**config.mk**
```make
export PLATFORM = sky130hd
export DESIGN_NAME = fir_capture
export DESIGN_NICKNAME = d
export VERILOG_FILES = /design/src/rtl/fir_pkg.sv /design/src/rtl/fir_capture_buf.sv /design/src/rtl/fir_capture.sv
export SDC_FILE = /design/constraint.sdc
export NUM_CORES = 1
export LEC_CHECK = 0
export BUFFER_PORTS_ARGS = -buffer_cell sky130_fd_sc_hd__buf_2
export CORE_UTILIZATION = 63
export CTS_BUF_LIST = sky130_fd_sc_hd__clkbuf_16
export DETAILED_ROUTE_END_ITERATION = 12
export PLACE_DENSITY = 0.85
export SYNTH_ARGS = -nofsm -noshare
export SYNTH_HDL_FRONTEND = slang
export SYNTH_SLANG_ARGS = --single-unit
```
**constraint.sdc**
```tcl
create_clock -name clk -period 8.4 [get_ports clk]
set_clock_uncertainty 0.05 [all_clocks]
set_input_delay 1.26 -clock clk [delete_from_list [all_inputs] [get_ports clk]]
set_output_delay 1.26 -clock clk [all_outputs]
set_load 0.005 [all_outputs]
```
**src/rtl/fir_pkg.sv**
```systemverilog
// Shared widths, the capture FSM state type and a signed-max helper
// for the FIR capture block.
package fir_pkg;

  localparam int OUT_SIZE  = 16;
  localparam int CAP_DEPTH = 8;

  typedef enum logic [1:0] {
    ST_IDLE    = 2'd0,
    ST_ARMED   = 2'd1,
    ST_CAPTURE = 2'd2,
    ST_READOUT = 2'd3
  } cap_state_e;

  localparam logic [OUT_SIZE-1:0] SAMPLE_MIN = {1'b1, {(OUT_SIZE-1){1'b0}}};

  function automatic logic [OUT_SIZE-1:0] smax(input logic [OUT_SIZE-1:0] a,
                                               input logic [OUT_SIZE-1:0] b);
    return ($signed(a) >= $signed(b)) ? a : b;
  endfunction

endpackage

```
**src/rtl/fir_capture_buf.sv**
```systemverilog
// Capture storage: one synchronous write port, one combinational read port.
// Contents are deliberately not reset.
module fir_capture_buf #(
  parameter int DEPTH = 8,
  parameter int WIDTH = 16
) (
  input  logic                     clk,
  input  logic                     we_i,
  input  logic [$clog2(DEPTH)-1:0] waddr_i,
  input  logic [WIDTH-1:0]         wdata_i,
  input  logic [$clog2(DEPTH)-1:0] raddr_i,
  output logic [WIDTH-1:0]         rdata_o
);

  logic [WIDTH-1:0] mem_q [DEPTH];

  always_ff @(posedge clk) begin
    if (we_i) begin
      mem_q[waddr_i] <= wdata_i;
    end
  end

  assign rdata_o = mem_q[raddr_i];

endmodule

```
**src/rtl/fir_capture.sv**
```systemverilog
// Captures DEPTH strobed FIR output samples after an optional level trigger,
// tracks their signed peak, then streams them out over a valid/ready port.
module fir_capture
  import fir_pkg::*;
#(
  parameter int DEPTH = CAP_DEPTH
) (
  input  logic                clk,
  input  logic                rst,
  input  logic                fir_en,
  input  logic [OUT_SIZE-1:0] out_wave,
  input  logic                arm,
  input  logic                abort,
  input  logic                trig_en,
  input  logic [OUT_SIZE-1:0] trig_level,
  output logic                rd_valid,
  input  logic                rd_ready,
  output logic [OUT_SIZE-1:0] rd_data,
  output logic                rd_last,
  output logic                busy,
  output logic                done,
  output logic [OUT_SIZE-1:0] peak
);

  localparam int PTR_W = $clog2(DEPTH);
  localparam logic [PTR_W-1:0] LAST_PTR = PTR_W'(DEPTH - 1);

  cap_state_e          state_q, state_d;
  logic [PTR_W-1:0]    wr_ptr_q, wr_ptr_d;
  logic [PTR_W-1:0]    rd_ptr_q, rd_ptr_d;
  logic [OUT_SIZE-1:0] peak_q, peak_d;
  logic                done_q, done_d;

  logic                trig_hit;
  logic                xfer;
  logic                buf_we;
  logic [PTR_W-1:0]    buf_waddr;

  assign trig_hit = fir_en && (!trig_en || ($signed(out_wave) >= $signed(trig_level)));
  assign xfer     = rd_valid && rd_ready;

  // abort overrides everything else this cycle, including the buffer write
  always_comb begin
    state_d   = state_q;
    wr_ptr_d  = wr_ptr_q;
    rd_ptr_d  = rd_ptr_q;
    peak_d    = peak_q;
    done_d    = 1'b0;
    buf_we    = 1'b0;
    buf_waddr = wr_ptr_q;
    if (abort) begin
      state_d = ST_IDLE;
    end else begin
      case (state_q)
        ST_IDLE: begin
          if (arm) begin
            state_d  = ST_ARMED;
            wr_ptr_d = '0;
            rd_ptr_d = '0;
            peak_d   = SAMPLE_MIN;
          end
        end
        ST_ARMED: begin
          if (trig_hit) begin
            buf_we    = 1'b1;
            buf_waddr = '0;
            wr_ptr_d  = PTR_W'(1);
            peak_d    = smax(peak_q, out_wave);
            state_d   = ST_CAPTURE;
          end
        end
        ST_CAPTURE: begin
          if (fir_en) begin
            buf_we   = 1'b1;
            wr_ptr_d = wr_ptr_q + 1'b1;
            peak_d   = smax(peak_q, out_wave);
            if (wr_ptr_q == LAST_PTR) begin
              state_d = ST_READOUT;
            end
          end
        end
        ST_READOUT: begin
          if (xfer) begin
            rd_ptr_d = rd_ptr_q + 1'b1;
            if (rd_ptr_q == LAST_PTR) begin
              state_d = ST_IDLE;
              done_d  = 1'b1;
            end
          end
        end
        default: state_d = ST_IDLE;
      endcase
    end
  end

  always_ff @(posedge clk or posedge rst) begin
    if (rst) begin
      state_q  <= ST_IDLE;
      wr_ptr_q <= '0;
      rd_ptr_q <= '0;
      peak_q   <= SAMPLE_MIN;
      done_q   <= 1'b0;
    end else begin
      state_q  <= state_d;
      wr_ptr_q <= wr_ptr_d;
      rd_ptr_q <= rd_ptr_d;
      peak_q   <= peak_d;
      done_q   <= done_d;
    end
  end

  fir_capture_buf #(
    .DEPTH (DEPTH),
    .WIDTH (OUT_SIZE)
  ) u_buf (
    .clk     (clk),
    .we_i    (buf_we),
    .waddr_i (buf_waddr),
    .wdata_i (out_wave),
    .raddr_i (rd_ptr_q),
    .rdata_o (rd_data)
  );

  assign rd_valid = (state_q == ST_READOUT);
  assign rd_last  = rd_valid && (rd_ptr_q == LAST_PTR);
  assign busy     = (state_q != ST_IDLE);
  assign done     = done_q;
  assign peak     = peak_q;

endmodule

```
### Word-level counts from Yosys, hierarchy flattened

Memories as Yosys holds them, arrays and structs flattened.
Index checks and enable logic that the tools add are counted.

* flip-flop bits (word level): 25
* latch bits: 0
* RAM bits: 128
* bits in read-only memories: 0
* bits of input ports: 39
* output and inout bits: 36
* memories kept: 1

* add/subtract/negate cells: 2
* $mul: 0
* div/mod/pow operators: 0
* $lt $le $gt $ge: 2
* eq/ne operators: 15
* shift-type cells: 0
* mux-type cells: 32
* bitwise gates (word level): 1
* reduce and logical (&&, ||, !) cells: 12

Memory list
* u_buf.mem_q: words 8, bits a word 16, rd ports 1, clocked after memory_dff 0, write ports 1, line fir_capture_buf.sv:15 `logic [WIDTH-1:0] mem_q [DEPTH];`

Operators by type and width (count)
* 16-bit two-way mux: 4
* 16-bit one-hot mux with 3 select lines: 1
* 16-bit >= comparator: 2
* 3-bit two-way mux: 7
* 2-bit two-way mux: 7
* 3-bit inequality test, second input constant: 4
* 1-bit two-way mux: 9
* 3-bit one-hot mux with 3 select lines: 1
* 2-bit one-hot mux with 4 select lines: 1
* 3-bit by 1-bit adder with 3-bit output, second input constant: 2
* 3-bit == test, second input constant: 2
* 2-bit inequality test, second input constant: 3
* 3-bit by 2-bit inequality test with 1-bit output, second input constant: 2
* 3-bit one-hot mux with 2 select lines: 1
* 6-bit AND reduction: 1
* 5-bit AND reduction: 1
* 2-bit == test, second input constant: 2
* 4-bit AND reduction: 1
* 2-bit nonzero test: 2
* 1-bit logical AND: 3
* 3-bit nonzero test: 1
* 2-bit by 1-bit == test with 1-bit output, second input constant: 1
* 2-bit logical NOT: 1
* 2-bit by 1-bit inequality test with 1-bit output, second input constant: 1
* other kinds (4): 4

### Depth between registers and ports, before layout

* depth after elaboration: 8
* gate-level depth with buffers: 11

### By module

A second synthesis with hierarchy kept.

* cell total of the unflattened synthesis: 447
* area, all modules: 7151.9 µm²

Modules (own cells, without submodules)
* fir_capture_buf: instances 1, cells an instance 198, area each 4973.5 µm²
* fir_capture: instances 1, cells an instance 249, area each 2178.3 µm²

### Worst setup path before layout

OpenSTA, ideal clock, no wires.

* path type: input-to-reg
* start point: in trig_level[11]
* end point: mem u_buf.mem_q[2][0], enable pin
* library setup time: 0.430 ns
* data arrival time: 4.400 ns
* required time: 7.920 ns
* setup slack: 3.520 ns
* cell stages on the path: 8
* path buffers: 0
* path through: inv_1 -> ha_1 -> nand4_1 -> a2111o_1 -> nand3_1 -> xnor2_1 -> o21a_1 -> nor4_1

* cells in the longest elaborated chain, start to end: 8
* elaborated cells between the ends (all ways): 11

Ends and longest elaborated chain
* start, declared: line fir_capture.sv:15 `input logic [OUT_SIZE-1:0] trig_level,`
* 16-bit >= comparator *: line fir_capture.sv:39 `assign trig_hit = fir_en && (!trig_en || ($signed(out_wave) >= $signed(trig_level)));`
* 1-bit logical OR *: line fir_capture.sv:39
* 1-bit logical AND *: line fir_capture.sv:39
* 1-bit two-way mux: line fir_capture.sv:64 `if (trig_hit) begin`
* 1-bit one-hot mux with 2 select lines: line fir_capture.sv:54 `case (state_q)`
* 1-bit two-way mux: line fir_capture.sv:51 `if (abort) begin`
* 1-bit two-way mux: line fir_capture_buf.sv:18 `if (we_i) begin`
* 1-bit two-way mux (implied by the code): line fir_capture_buf.sv:19 `mem_q[waddr_i] <= wdata_i;`
* end, declared: line fir_capture_buf.sv:15

Every way passes the cells marked *; elsewhere a longest branch is shown, timed or not.

### Final worst setup path

* start point: in out_wave[11]
* end point: mem u_buf.mem_q[7][6], enable pin

* cells in the longest elaborated chain, start to end: 8
* elaborated cells between the ends (all ways): 11

Ends and longest elaborated chain
* start, declared: line fir_capture.sv:11 `input logic [OUT_SIZE-1:0] out_wave,`
* 16-bit >= comparator *: line fir_capture.sv:39
* 1-bit logical OR *: line fir_capture.sv:39
* 1-bit logical AND *: line fir_capture.sv:39
* 1-bit two-way mux: line fir_capture.sv:64
* 1-bit one-hot mux with 2 select lines: line fir_capture.sv:54
* 1-bit two-way mux: line fir_capture.sv:51
* 1-bit two-way mux: line fir_capture_buf.sv:18
* 1-bit two-way mux (implied by the code): line fir_capture_buf.sv:19

Marks and branches as above.

==> qor.txt <==
Status: complete, no violations
Clock latency on the worst-skew pair: 0.42 ns
PostCTS Resize Cnt: 0
Post-CTS setup buffer count: 0
Core Box Area: 10900 sq um
TritonCTS Sinks: 153
N_diodes: 0
Synth Cell Area: 7080 sq um
Tmin final: 4.30 ns
WHS Path Cells: 1
Fillers: 609
Max-slew violations: 0
Final GP Congestion: 0.898
Flops & latches, synth: 153
Pleak: 3.31 nW
Via count: 4637
Hold EP: peak[12]$_DFFE_PP0P_
CTS tree: built
Total global routing overflow: 0
Clk pin slew, worst setup/hold paths: 0.06 ns
WS Path Type: in -> reg
Avg Cell Area, Syn: 14.8 sq um
Final WL: 16600 um
Area Overhead vs Synth: 16.2%
Slew margin rel.: 0.170
Pwr Density: 262 nW/um^2
Post-Layout Cell Count: 714
Reg-to-Reg Start: state_q[0]$_DFFE_PP0P_
Post-route antenna net violation count: 0
CTS Root Buffer Type: clkbuf_16
Cell Count Post-Placement: 683
Count of cell types in the netlist: 50
FF-to-FF End: u_buf.mem_q[7][6]$_DFFE_PP_
Synth warnings: 0
# port buffers: 74
Syn_nets: 557
Post-synthesis sequential area ratio: 0.631
Worst reg-to-reg setup slack: 4.97 ns
Share of layout cells above drive strength 1: 0.291
Gr usage total: 0.311
Vias per cell: 6.49
Worst vdd ir: 0.188 mV
Final period util: 0.512
HP Start: peak[12]$_DFFE_PP0P_
Crit start category: primary input
CP endpoint kind: register
Max cap viols: 0
Max clock buf depth: 2
Num CTS Buffers: 17
Die height: 108 um
CTS hold repair buffers: 0
Initial antenna violation count: 0
Max Fanout on Critical Path: 16
Hpwl dp: 9870 um
Data required, critical path: 8.38 ns
Full die area: 11700 sq um
Least-Margin Pin Slew: 1.24 ns
Post-route setup TNS: 0 ns
Fmax: 232 MHz
H-tree Lvls: 4
Final hold vios: 0
RSZ-0062 raised after global routing: false
Drt initial violations: 560
Number of remaining DRC errors: 0
Row cnt: 38
CP arrival: 4.28 ns
Initial Util: 0.650
Hold Crit Class: reg -> reg
Mapped Cells: 478
1st-pass router iterations: 6
IO Pins: 75
Die X: 108 um
Average wire per standard cell: 23.3 um
Final nets: 641
Largest net degree at the start of global routing: 35
First-pass GRT wire length: 25600 um
Final setup viols: 0
Cells on worst reg2reg path: 6
Vias in the first global route: 4594
[layer usage]
layer | global-route usage | wire, um | vias up
li1 | - | - | 1988
met1 | 0.414 | 6380 | 2284
met2 | 0.511 | 8340 | 313
met3 | 0.0561 | 1410 | 52
met4 | 0.129 | 480 | 0
met5 | 0 | 0 | -
[synth_stat cells (all sizes together)]
cell / instances / area share
xnor2: 1 / 0.0012
and3: 1 / 0.00088
a2111o: 1 / 0.0016
o21bai: 1 / 0.0011
nand3: 14 / 0.0099
o221a: 1 / 0.0016
nor3b: 6 / 0.0080
buf: 7 / 0.0065
ha: 40 / 0.071
clkbuf: 10 / 0.0053
inv: 42 / 0.022
clkinv: 1 / 0.00053
nor4b: 1 / 0.0021
o21ai: 22 / 0.016
o211ai: 1 / 0.0011
o21a: 1 / 0.0011
or3: 2 / 0.0018
and2: 1 / 0.00088
and3b: 1 / 0.0012
nand2: 68 / 0.036
o21ba: 1 / 0.0014
nor4: 4 / 0.0057
a221oi: 1 / 0.0021
nor2: 8 / 0.0042
dfrtp: 24 / 0.085
or2b: 1 / 0.0016
a21oi: 17 / 0.012
mux2i: 2 / 0.0034
a22oi: 1 / 0.0011
o221ai: 3 / 0.0046
mux4: 32 / 0.10
nand2b: 5 / 0.0044
nor2b: 2 / 0.0018
a32o: 13 / 0.020
mux2: 2 / 0.0037
dfstp: 1 / 0.0037
o22ai: 1 / 0.00088
nor3: 3 / 0.0021
nand4: 7 / 0.0083
edfxtp: 128 / 0.54
[worst max path at each step]
stage,start,to,slack [ns]
floorplan,trig_level[11],u_buf.mem_q[2][0]$_DFFE_PP_,3.52
global placement,out_wave[11],u_buf.mem_q[7][5]$_DFFE_PP_,3.90
detailed placement,out_wave[11],u_buf.mem_q[7][5]$_DFFE_PP_,3.76
CTS,out_wave[11],u_buf.mem_q[7][2]$_DFFE_PP_,4.11
global route,out_wave[11],u_buf.mem_q[7][5]$_DFFE_PP_,3.91
finish,out_wave[11],u_buf.mem_q[7][6]$_DFFE_PP_,4.10
[metrics by stage]
step	hold slack (ns)	total power, mW	instance area (sq um)	setup slack (ns)	util
6_report	0.477	2.16	8230	4.10	0.756
3_5_place_dp	0.465	1.39	7640	3.76	0.702
4_1_cts	0.480	2.16	8230	4.11	0.756
2_1_floorplan	0.464	1.24	7080	3.52	-
5_1_grt	0.490	2.24	8230	3.91	0.756
3_3_place_gp	0.453	1.37	7640	3.90	0.702
[worst max-delay path, cell delays in order]
cell,delay [ns]
buf_2,0.17
ha_1,0.35
nand4_1,0.21
a2111o_1,0.44
nand3_1,0.19
xnor2_1,0.14
o21a_1,0.37
nor4b_4,1.12
[placed cells by master, fill, tap and decap left out, drive strengths merged, types with 4 or more instances in the layout]
cell type,netlist,final
a21oi,17,17
a32o,13,13
buf,7,82
bufinv,0,4
clkbuf,10,17
clkinv,1,8
dfrtp,24,24
edfxtp,128,128
ha,40,40
inv,42,45
mux4,32,32
nand2,68,68
nand2b,5,5
nand3,14,14
nand4,7,7
nor2,8,8
nor3b,6,6
nor4,4,4
o21ai,22,22
[cells by family after synthesis]
| kind of cell | synth area share |
|---|---|
| simple gates | 0.0889 |
| buf+inv | 0.0346 |
| flops | 0.631 |
| mux | 0.109 |
| xor+xnor | 0.00124 |
| compound gates | 0.0642 |
| fa+ha+maj | 0.0707 |
[layout make-up]
type,instances,area (sq um),share of cell area
timing repair buffer,82,430,0.0523
inverter,43,161,0.0196
sequential,153,4470,0.543
clock inverter,14,165,0.0201
tap,140,175,0.0213
clock buffer,17,425,0.0517
multi-input combinational,265,2400,0.292
[power breakdown]
part	internal [mW]	switching, mW
sequential	0.867	0.0375
combinational	0.202	0.283
clock	0.487	0.282
total	1.55	0.602
[registers in the layout (all words and copies together), names as in the netlist]
name	count
rd_ptr_q	3
done	1
state_q	2
wr_ptr_q	3
u_buf.mem_q	128
peak	16
No activity file was read; power rests on OpenSTA's default activity.
